### config.mk
export PLATFORM = sky130hd
export DESIGN_NAME = jtag_tap_slave_flat
export DESIGN_NICKNAME = d
export VERILOG_FILES = /design/src/rtl/jtag_pkg.sv /design/src/rtl/jtag_tap_slave_if.sv /design/src/rtl/jtag_tap_fsm.sv /design/src/rtl/jtag_tap_slave.sv /design/src/flat_wrapper.sv
export SDC_FILE = /design/constraint.sdc
export NUM_CORES = 1
export LEC_CHECK = 0
export CAP_MARGIN = 40
export CORE_MARGIN = 1.5
export CORE_UTILIZATION = 35
export CTS_CLUSTER_DIAMETER = 50
export DETAILED_ROUTE_END_ITERATION = 12
export PLACE_DENSITY = 0.51
export SLEW_MARGIN = 0
export SYNTH_ARGS = -nofsm -noshare
export SYNTH_HDL_FRONTEND = slang
export SYNTH_SLANG_ARGS = --single-unit
export TNS_END_PERCENT = 100
### constraint.sdc
create_clock -name tck -period 2.2 [get_ports tck]
set_input_delay 0.44 -clock tck [delete_from_list [all_inputs] [get_ports tck]]
set_output_delay 0.44 -clock tck [all_outputs]
set_load 0.005 [all_outputs]
### src/rtl/jtag_pkg.sv
// Shared TAP state encoding, data-register selector and default opcodes
// for the JTAG TAP slave.
package jtag_pkg;

  typedef enum logic [3:0] {
    Tlr     = 4'hF,
    Rti     = 4'hC,
    SelDr   = 4'h7,
    CapDr   = 4'h6,
    ShiftDr = 4'h2,
    Exit1Dr = 4'h1,
    PauseDr = 4'h3,
    Exit2Dr = 4'h0,
    UpdDr   = 4'h5,
    SelIr   = 4'h4,
    CapIr   = 4'hE,
    ShiftIr = 4'hA,
    Exit1Ir = 4'h9,
    PauseIr = 4'hB,
    Exit2Ir = 4'h8,
    UpdIr   = 4'hD
  } tap_state_e;

  typedef enum logic [1:0] {
    DrBypass = 2'd0,
    DrIdcode = 2'd1,
    DrUser   = 2'd2
  } dr_sel_e;

  localparam logic [3:0] DEF_INS_IDCODE = 4'b0001;
  localparam logic [3:0] DEF_INS_USER   = 4'b0010;

endpackage

### src/rtl/jtag_tap_slave_if.sv
// Pin-level bundle between a JTAG master (or bench) and the TAP slave,
// including the parallel USER register side-band toward core logic.
interface jtag_tap_slave_if
  import jtag_pkg::*;
#(
  parameter int unsigned DR_LEN = 8
);
  logic              tms;
  logic              tdi;
  logic              tdo;
  logic              tdo_en;
  logic [DR_LEN-1:0] user_in;
  logic [DR_LEN-1:0] user_out;
  logic              user_upd;
  tap_state_e        state;

  modport master (
    output tms, tdi, user_in,
    input  tdo, tdo_en, user_out, user_upd, state
  );

  modport slave (
    input  tms, tdi, user_in,
    output tdo, tdo_en, user_out, user_upd, state
  );
endinterface

### src/rtl/jtag_tap_fsm.sv
// 16-state IEEE 1149.1 TAP controller state machine, advanced by TMS on
// the rising edge of TCK.
module jtag_tap_fsm
  import jtag_pkg::*;
(
  input  logic       tck,
  input  logic       trst_n,
  input  logic       tms_i,
  output tap_state_e state_o
);

  tap_state_e state_d, state_q;

  always_ff @(posedge tck or negedge trst_n) begin
    if (!trst_n) begin
      state_q <= Tlr;
    end else begin
      state_q <= state_d;
    end
  end

  always_comb begin
    state_d = state_q;
    unique case (state_q)
      Tlr:     state_d = tms_i ? Tlr     : Rti;
      Rti:     state_d = tms_i ? SelDr   : Rti;
      SelDr:   state_d = tms_i ? SelIr   : CapDr;
      CapDr:   state_d = tms_i ? Exit1Dr : ShiftDr;
      ShiftDr: state_d = tms_i ? Exit1Dr : ShiftDr;
      Exit1Dr: state_d = tms_i ? UpdDr   : PauseDr;
      PauseDr: state_d = tms_i ? Exit2Dr : PauseDr;
      Exit2Dr: state_d = tms_i ? UpdDr   : ShiftDr;
      UpdDr:   state_d = tms_i ? SelDr   : Rti;
      SelIr:   state_d = tms_i ? Tlr     : CapIr;
      CapIr:   state_d = tms_i ? Exit1Ir : ShiftIr;
      ShiftIr: state_d = tms_i ? Exit1Ir : ShiftIr;
      Exit1Ir: state_d = tms_i ? UpdIr   : PauseIr;
      PauseIr: state_d = tms_i ? Exit2Ir : PauseIr;
      Exit2Ir: state_d = tms_i ? UpdIr   : ShiftIr;
      UpdIr:   state_d = tms_i ? SelDr   : Rti;
      default: state_d = Tlr;
    endcase
  end

  assign state_o = state_q;

endmodule

### src/rtl/jtag_tap_slave.sv
// JTAG TAP slave: instruction register plus BYPASS, IDCODE and USER data
// registers, shifted MSB-first on rising TCK with TDO launched on falling TCK.
module jtag_tap_slave
  import jtag_pkg::*;
#(
  parameter int unsigned       IR_LEN     = 4,
  parameter int unsigned       DR_LEN     = 8,
  parameter logic [31:0]       IDCODE_VAL = 32'h1234_5001,
  parameter logic [IR_LEN-1:0] INS_IDCODE = IR_LEN'(DEF_INS_IDCODE),
  parameter logic [IR_LEN-1:0] INS_USER   = IR_LEN'(DEF_INS_USER)
) (
  input logic             tck,
  input logic             trst_n,
  jtag_tap_slave_if.slave bus
);

  tap_state_e        state;
  dr_sel_e           dr_sel;
  logic [IR_LEN-1:0] ir_q, ir_sr_q;
  logic              bypass_q;
  logic [31:0]       idcode_sr_q;
  logic [DR_LEN-1:0] user_sr_q, user_out_q;
  logic              user_upd_q;
  logic              tdo_q, tdo_en_q;
  logic              dr_msb;

  jtag_tap_fsm u_fsm (
    .tck     (tck),
    .trst_n  (trst_n),
    .tms_i   (bus.tms),
    .state_o (state)
  );

  // Anything other than the two known opcodes (including all-ones) is BYPASS.
  always_comb begin
    dr_sel = DrBypass;
    if (ir_q == INS_IDCODE) begin
      dr_sel = DrIdcode;
    end else if (ir_q == INS_USER) begin
      dr_sel = DrUser;
    end
  end

  always_comb begin
    dr_msb = bypass_q;
    unique case (dr_sel)
      DrIdcode: dr_msb = idcode_sr_q[31];
      DrUser:   dr_msb = user_sr_q[DR_LEN-1];
      default:  dr_msb = bypass_q;
    endcase
  end

  always_ff @(posedge tck or negedge trst_n) begin
    if (!trst_n) begin
      ir_q        <= INS_IDCODE;
      ir_sr_q     <= '0;
      bypass_q    <= 1'b0;
      idcode_sr_q <= '0;
      user_sr_q   <= '0;
      user_out_q  <= '0;
      user_upd_q  <= 1'b0;
    end else begin
      user_upd_q <= 1'b0;
      case (state)
        Tlr:     ir_q    <= INS_IDCODE;
        CapIr:   ir_sr_q <= IR_LEN'(2'b01);
        ShiftIr: ir_sr_q <= {ir_sr_q[IR_LEN-2:0], bus.tdi};
        UpdIr:   ir_q    <= ir_sr_q;
        CapDr: begin
          unique case (dr_sel)
            DrIdcode: idcode_sr_q <= IDCODE_VAL;
            DrUser:   user_sr_q   <= bus.user_in;
            default:  bypass_q    <= 1'b0;
          endcase
        end
        ShiftDr: begin
          unique case (dr_sel)
            DrIdcode: idcode_sr_q <= {idcode_sr_q[30:0], bus.tdi};
            DrUser:   user_sr_q   <= {user_sr_q[DR_LEN-2:0], bus.tdi};
            default:  bypass_q    <= bus.tdi;
          endcase
        end
        UpdDr: begin
          if (dr_sel == DrUser) begin
            user_out_q <= user_sr_q;
            user_upd_q <= 1'b1;
          end
        end
        default: ;
      endcase
    end
  end

  // TDO keeps its last value outside shift states; only the enable drops.
  always_ff @(negedge tck or negedge trst_n) begin
    if (!trst_n) begin
      tdo_q    <= 1'b0;
      tdo_en_q <= 1'b0;
    end else if (state == ShiftIr) begin
      tdo_q    <= ir_sr_q[IR_LEN-1];
      tdo_en_q <= 1'b1;
    end else if (state == ShiftDr) begin
      tdo_q    <= dr_msb;
      tdo_en_q <= 1'b1;
    end else begin
      tdo_en_q <= 1'b0;
    end
  end

  assign bus.tdo      = tdo_q;
  assign bus.tdo_en   = tdo_en_q;
  assign bus.user_out = user_out_q;
  assign bus.user_upd = user_upd_q;
  assign bus.state    = state;

endmodule

### src/flat_wrapper.sv
// flat-port wrapper written by rule: the top's interface ports become plain ports
module jtag_tap_slave_flat import jtag_pkg::*;
#(
  parameter int unsigned       IR_LEN     = 4,
  parameter int unsigned       DR_LEN     = 8,
  parameter logic [31:0]       IDCODE_VAL = 32'h1234_5001,
  parameter logic [IR_LEN-1:0] INS_IDCODE = IR_LEN'(DEF_INS_IDCODE),
  parameter logic [IR_LEN-1:0] INS_USER   = IR_LEN'(DEF_INS_USER)
)
  (tck, trst_n, bus_tms, bus_tdi, bus_user_in, bus_tdo, bus_tdo_en, bus_user_out, bus_user_upd, bus_state);
  jtag_tap_slave_if #(.DR_LEN(DR_LEN)) bus_i ();
  input logic tck;
  input logic trst_n;
  input wire logic [$bits(bus_i.tms)-1:0] bus_tms;
  input wire logic [$bits(bus_i.tdi)-1:0] bus_tdi;
  input wire logic [$bits(bus_i.user_in)-1:0] bus_user_in;
  output wire logic [$bits(bus_i.tdo)-1:0] bus_tdo;
  output wire logic [$bits(bus_i.tdo_en)-1:0] bus_tdo_en;
  output wire logic [$bits(bus_i.user_out)-1:0] bus_user_out;
  output wire logic [$bits(bus_i.user_upd)-1:0] bus_user_upd;
  output wire logic [$bits(bus_i.state)-1:0] bus_state;
  assign bus_i.tms = bus_tms;
  assign bus_i.tdi = bus_tdi;
  assign bus_i.user_in = bus_user_in;
  assign bus_tdo = bus_i.tdo;
  assign bus_tdo_en = bus_i.tdo_en;
  assign bus_user_out = bus_i.user_out;
  assign bus_user_upd = bus_i.user_upd;
  assign bus_state = bus_i.state;
  jtag_tap_slave #(.IR_LEN(IR_LEN), .DR_LEN(DR_LEN), .IDCODE_VAL(IDCODE_VAL), .INS_IDCODE(INS_IDCODE), .INS_USER(INS_USER)) u_core (.tck(tck), .trst_n(trst_n), .bus(bus_i));
endmodule
## Word-level counts from Yosys, hierarchy flattened

Cells that the tools add are included.

| operators by class | value |
|---|---|
| eq/ne operators | 25 |
| multiplexer cells | 33 |
| reductions and logical operators | 13 |

Operator list:

| kind | count |
|---|---|
| $mux 32 | 2 |
| $pmux 32 s2 | 1 |
| $pmux 4 s12 | 1 |
| $eq 4x4->1 const B | 8 |
| $eq 4x3->1 const B | 4 |
| $mux 2 | 8 |
| $mux 8 | 2 |
| $pmux 4 s2 | 2 |
| $pmux 8 s2 | 1 |
| $eq 4x2->1 const B | 3 |
| $mux 3 | 4 |
| $mux 1 | 9 |
| $reduce_and 3->1 | 3 |
| $eq 4x1->1 const B | 2 |
| $reduce_bool 2->1 | 4 |
| $ne 2x1->1 const B | 3 |
| $ne 2x2->1 const B | 3 |
| $reduce_or 2->1 | 3 |
| $logic_not 4->1 | 1 |
| $mux 4 | 1 |
| $pmux 1 s2 | 2 |
| $reduce_or 3->1 | 1 |
| $eq 2x1->1 const B | 1 |
| $eq 2x2->1 const B | 1 |
| $reduce_and 2->1 | 1 |

| word-level totals | value |
|---|---|
| register bits after elaboration | 64 |
| logic and storage cells | 81 |
| output and inout bits | 15 |
| input port bits | 12 |

## Longest topological paths before layout

Gate-level depths: netlist of run 1.

| depth | value |
|---|---|
| depth after elaboration | 7 |
| gate-level depth with buffers | 5 |

## Modules after synthesis

A second synthesis of run 1 with hierarchy kept.

| second synthesis, totals | value |
|---|---|
| cells, all modules | 227 |
| area, all modules | 2854.0 µm² |

Modules (own cells, without submodules):

| module | cells an instance | area an instance (µm²) | instances | seq. area each (µm²) |
|---|---|---|---|---|
| jtag_tap_slave | 208 | 2656.3 | 1 | 1502.7 |
| jtag_tap_fsm | 19 | 197.7 | 1 | 105.1 |

==> flow_summary.toml, run 1 <==
[placement]
place_inst = 374
portBuffers = 26
dpl.hpwl_mm = 3.39
place_congestion = 0.717
dpl_cell_area_um2 = 3400

[cells_and_area]
layout-drive-gt1-share_pct = 29.3
final_common_cell = "dfrtp_1"
instances_no_fill = 395
design_area_um2 = 3680
fin_util_pct = 44.8
final_cell_mix = "57 x dfrtp_1, 26 x nor2b_1, 23 x clkdlybuf4s50_1"
num-fill-cells = 765
n_antenna_cell = 0
nets = 297
area_growth_pct = 24.4

[logic_synthesis]
synthArstFlopShare_pct = 100
synth_flop_cell = "dfrtp_1"
syn-instance-count = 243
yosysSeqAreaShare_pct = 54.3
ys_warn_count = 0
syn_nets = 255
avgSynthCellArea_um2 = 12.2
ys_types = 36
synth_edf_count = 0
ys_ff_latch = 64
syn_area_um2 = 2960

[power]
power_density_nw_per_um2 = 1300
p_leak_nw = 1.71
ir_worst_vdd_v = 0.000458

[worst_setup_path]
critical_path_buf_inv_count = 1
cp_slowest_stage_delay_ns = 0.40
startpoint_type = "register"
cp.required_ns = 1.76
cp_data_arrival_time_ns = 1.93
end_kind = "output pin"
cp_top_family = "flip-flops"
cp_max_fo = 2
path_class = "reg -> out"
worst_path_max_delay_cell = "dfrtn_1"
cp_cell_sequence = "buf_2"

[global_route]
grt_max_degree = 59
overflow = 0
grt_usage_pct = 13.9
antenna_found_initial = 0
grt_first_pass_wirelength_mm = 9.52
grt_pass1_vias = 1883

[clock_network]
clkTransAtPathRegs_ns = 0.07
cts_inserted_buffers = 9
clock_sinks = 64
clk_path_buf_depth = 2
htree_levels = 3
cts_tree = "done"
root_buffer = "clkbuf_8"
clk_latency_ns = 0.34

[sta]
tightest_slew_ns = 0.735
setup_viol = 3
relSlewSlack_pct = 51.0
setup-tns-final_ns = -0.467
rsz0062_at_grt = "yes"
drv_slew = 0
finalHoldViolCount = 0
fin_worst_skew_ns = 0.0123
layout_setup_ws_ns = -0.172

[floorplanning]
ios = 27
dieArea_um2 = 9020
start_util_pct = 36.0
die_h_um = 95.0
die_x_um = 95.0
fp.coreArea_um2 = 8220
rows = 33

[route]
wirelength_mm = 5.62
drt-wirelength-per-cell_um = 14.2
via_count = 1908
drtPass1Iterations = 5
ant_nets = 0
drt-initial-drc-count = 89
vias_per_cell = 4.83
drt_drc_violations_left = 0

[status]
outcome = "finished, violations left"
violations = "negative setup slack"

[flow_run]
maxCapViolCount = 0

[hold_path]
worstHoldPathType = "in -> async"
## power breakdown
| part | switching, mW | internal, mW | total, mW | leakage [nW] |
|---|---|---|---|---|
| sequential | 0.250 | 1.60 | 1.85 | 0.798 |
| clock | 0.446 | 0.646 | 1.09 | 0.113 |
| combinational | 0.897 | 0.959 | 1.86 | 0.798 |
| total | 1.59 | 3.21 | 4.80 | 1.71 |
## metrics by stage
step,hold WS (ns),power (mW),setup slack [ns]
finish,0.462,4.80,-0.172
CTS,0.456,4.77,-0.188
floorplan,0.144,3.00,-0.328
global route,0.470,5.13,-0.225
detailed placement,0.293,3.63,-0.225
global placement,0.290,3.62,-0.225
## cells in the mapped netlist (all sizes together), types with 2 or more instances
library cell	number	area share [%]
nand2	14	2.0
nand2b	8	1.7
a21oi	18	3.0
dfrtn	2	1.7
o21ai	9	1.5
nor2	9	1.1
clkbuf	10	1.3
nor2b	26	5.5
dfstp	5	4.4
a31oi	17	3.6
mux2	33	15
buf	6	1.4
mux2i	8	2.7
nor3b	2	0.68
nor4b	2	1.6
inv	3	0.38
dfrtp	57	48
## sequential cells by signal, indices dropped and copies added, names as in the netlist
signal	count
u_core.bus.user_upd	1
u_core.bus.user_out	8
u_core.bypass_q	1
u_core.bus.tdo	1
u_core.user_sr_q	8
u_core.u_fsm.state_o	4
u_core.ir_sr_q	4
u_core.idcode_sr_q	32
u_core.ir_q	4
u_core.bus.tdo_en	1
## cells by family (layout without fill, tap and decap cells)
kind of cell,after synthesis,in the layout,synth area share [%]
multiplexers,41,41,17.8
XOR/XNOR,1,1,0.296
flip-flops,64,64,54.3
buffers and inverters,19,66,3.00
AND/OR/NAND/NOR,65,65,14.1
AO/OA/AOI/OAI,53,53,10.5
## cell type report
type / instances / area (µm²) / area share, %
flip-flops and latches: 64 / 1610 / 43.7
multi-input cells: 160 / 1300 / 35.3
repair buffers: 47 / 413 / 11.2
clock buffers: 14 / 183 / 4.96
well taps: 105 / 131 / 3.57
clock inverters: 2 / 35.0 / 0.951
inverters: 3 / 11.3 / 0.306
## what timing repair did
item / in CTS / in global routing
buffers inserted: 1 / 3
hold endpoints to repair: 3 / 0
resized for setup: 10 / 5
pin swaps: 0 / 2
endpoints found under the setup margin: 3 / 7
hold buffers: 1 / 0
## final timing paths
| kind | startpoint | to | slack (ns) | depth (start not counted) |
|---|---|---|---|---|
| max | u_core.bus.tdo | bus_tdo | -0.17 | 1 |
| min | trst_n | u_core.ir_q[3] | 0.46 | 2 |
| max reg2reg | u_core.ir_q[0] | u_core.bus.tdo | -0.15 | 3 |
| min reg2reg | u_core.idcode_sr_q[9] | u_core.idcode_sr_q[9] | 0.50 | 1 |
| max in group asynchronous | trst_n | u_core.bus.tdo_en | 0.55 | 2 |
| min in group tck | u_core.idcode_sr_q[9] | u_core.idcode_sr_q[9] | 0.50 | 1 |
## metal layers
metal  vias up  GRT usage, %  wire, µm
met3         4          4.51       228
met4         0          5.97        39
met1       922          19.4      2850
met5         -             0         0
met2        42          19.6      2500
li1        940             -         -
Note: power is estimated with default switching activity, not from simulation.
==> run 2, diff against run 1 <==
--- a/config.mk
+++ b/config.mk
@@ -8,7 +8,6 @@
 export CAP_MARGIN = 40
 export CORE_MARGIN = 1.5
 export CORE_UTILIZATION = 35
-export CTS_CLUSTER_DIAMETER = 50
 export DETAILED_ROUTE_END_ITERATION = 12
 export PLACE_DENSITY = 0.51
 export SLEW_MARGIN = 0
==> results of run 2 <==
The final DEF is identical to that of run 1; final timing and power are the same.
==> run 3, diff against run 2 <==
--- a/config.mk
+++ b/config.mk
@@ -10,6 +10,7 @@
 export CORE_UTILIZATION = 35
 export DETAILED_ROUTE_END_ITERATION = 12
 export PLACE_DENSITY = 0.51
+export REMOVE_ABC_BUFFERS = 1
 export SLEW_MARGIN = 0
 export SYNTH_ARGS = -nofsm -noshare
 export SYNTH_HDL_FRONTEND = slang
==> run 3 against run 2 <==
The flow still finishes with violations (negative setup slack). Cell count up 0.51%. Critical path depth unchanged. Die area is the same. Count of clock-buffer cells in the layout shrank 2. Worst setup slack worse by 0.0021 ns. Combinational power shrank 2%. Largest cell class unchanged.
==> flow_summary.toml, run 3 (same netlist as run 1, synthesis figures left out) <==
[floorplanning]
rows = 33
fp.coreArea_um2 = 8220
dieArea_um2 = 9020
die_x_um = 95.0
ios = 27
die_h_um = 95.0
start_util_pct = 36.0

[worst_setup_path]
path_class = "reg -> out"
cp_cell_sequence = "buf_2"
end_kind = "output pin"
startpoint_type = "register"
cp_slowest_stage_delay_ns = 0.40
cp_max_fo = 2
critical_path_buf_inv_count = 1
cp_top_family = "flip-flops"
worst_path_max_delay_cell = "dfrtn_1"
cp.required_ns = 1.76
cp_data_arrival_time_ns = 1.93

[route]
drt-initial-drc-count = 89
drtPass1Iterations = 4
via_count = 1963
drt-wirelength-per-cell_um = 14.5
vias_per_cell = 4.94
drt_drc_violations_left = 0
wirelength_mm = 5.76
ant_nets = 0

[flow_run]
maxCapViolCount = 0

[sta]
fin_worst_skew_ns = 0.0116
drv_slew = 0
relSlewSlack_pct = 62.6
rsz0062_at_grt = "yes"
tightest_slew_ns = 0.561
layout_setup_ws_ns = -0.174
setup_viol = 3
finalHoldViolCount = 0

[placement]
dpl.hpwl_mm = 3.63
place_inst = 378
place_congestion = 0.742
portBuffers = 26

[clock_network]
cts_inserted_buffers = 9
clk_path_buf_depth = 2
root_buffer = "clkbuf_8"
clock_sinks = 64
htree_levels = 3
cts_tree = "done"
clkTransAtPathRegs_ns = 0.06
clk_latency_ns = 0.34

[cells_and_area]
largest-register = "u_core.idcode_sr_q"
layout-drive-gt1-share_pct = 28.8
final_common_cell = "dfrtp_1"
final_cell_mix = "57 x dfrtp_1, 26 x nor2b_1, 23 x clkdlybuf4s50_1"
area_growth_pct = 23.3
n_antenna_cell = 0
instances_no_fill = 397
nets = 299
num-fill-cells = 783
largest_register_ff_count = 32

[global_route]
grt_usage_pct = 14.5
overflow = 0
grt_pass1_vias = 1954
grt_first_pass_wirelength_mm = 9.86
grt_max_degree = 45
antenna_found_initial = 0

[status]
violations = "negative setup slack"
outcome = "finished, violations left"

[power]
p_total_mw = 4.67
p_leak_nw = 1.71
power_density_nw_per_um2 = 1280
ir_worst_vdd_v = 0.000463

[hold_path]
worstHoldPathType = "reg -> reg"
run 3: cell types whose count changed in the layout (fill, tap and decap cells not counted), sizes merged:
cell    before  now
buf         23   25
clkbuf      14   12
clkinv       1    3
run 3: repair_timing:
item	in CTS	in global routing
hold endpoints to repair	2	0
setup endpoints to repair	3	3
buffers inserted	2	0
gates resized for setup	11	1
pin swaps	2	1
hold buffers	1	0
run 3: report_power, final:
part | leakage, nW | total [mW] | internal, mW | switching, mW
Clock | 0.100 | 0.992 | 0.550 | 0.443
Sequential | 0.798 | 1.86 | 1.60 | 0.255
Combinational | 0.814 | 1.82 | 0.946 | 0.874
run 3: worst paths after layout:
kind | from | to | slack [ns] | depth (start not counted)
hold reg to reg | u_core.idcode_sr_q[5] | u_core.idcode_sr_q[5] | 0.50 | 1
setup / recovery | u_core.bus.tdo | bus_tdo | -0.17 | 1
min in group asynchronous | trst_n | u_core.ir_q[3] | 0.51 | 2
max in group asynchronous | trst_n | u_core.bus.tdo | 0.45 | 2
setup reg to reg | u_core.ir_q[0] | u_core.bus.tdo | -0.14 | 4
hold / removal | u_core.idcode_sr_q[5] | u_core.idcode_sr_q[5] | 0.50 | 1
run 3: cell type report:
class	instances	area [µm²]	share of cell area, %
Inverter	3	11.3	0.309
Clock buffer	12	145	3.98
Sequential cell	64	1610	44.1
Tap cell	105	131	3.60
Multi-Input combinational cell	160	1290	35.3
Clock inverter	4	45.0	1.23
Timing Repair Buffer	49	420	11.5
run 3: routing by layer:
layer  track usage, %  part of all wire, %  vias up
li1                 -                    -      945
met1             20.9                   51      979
met2             20.2                   44       27
met3             2.90                  3.3       12
met4             8.21                  2.2        0
met5                0                    0        -
run 3: stage by stage:
stage          TNS [ns]  area [µm²]  hold slack, ns  worst slack [ns]  util [%]
2_1_floorplan    -13.19        2880           0.144            -0.524         -
3_3_place_gp     -0.633        3420           0.324            -0.243      41.7
3_5_place_dp     -0.687        3420           0.326            -0.252      41.7
4_1_cts          -0.514        3640           0.489            -0.189      44.3
5_1_grt          -0.580        3650           0.527            -0.212      44.4
6_report         -0.462        3650           0.500            -0.174      44.4
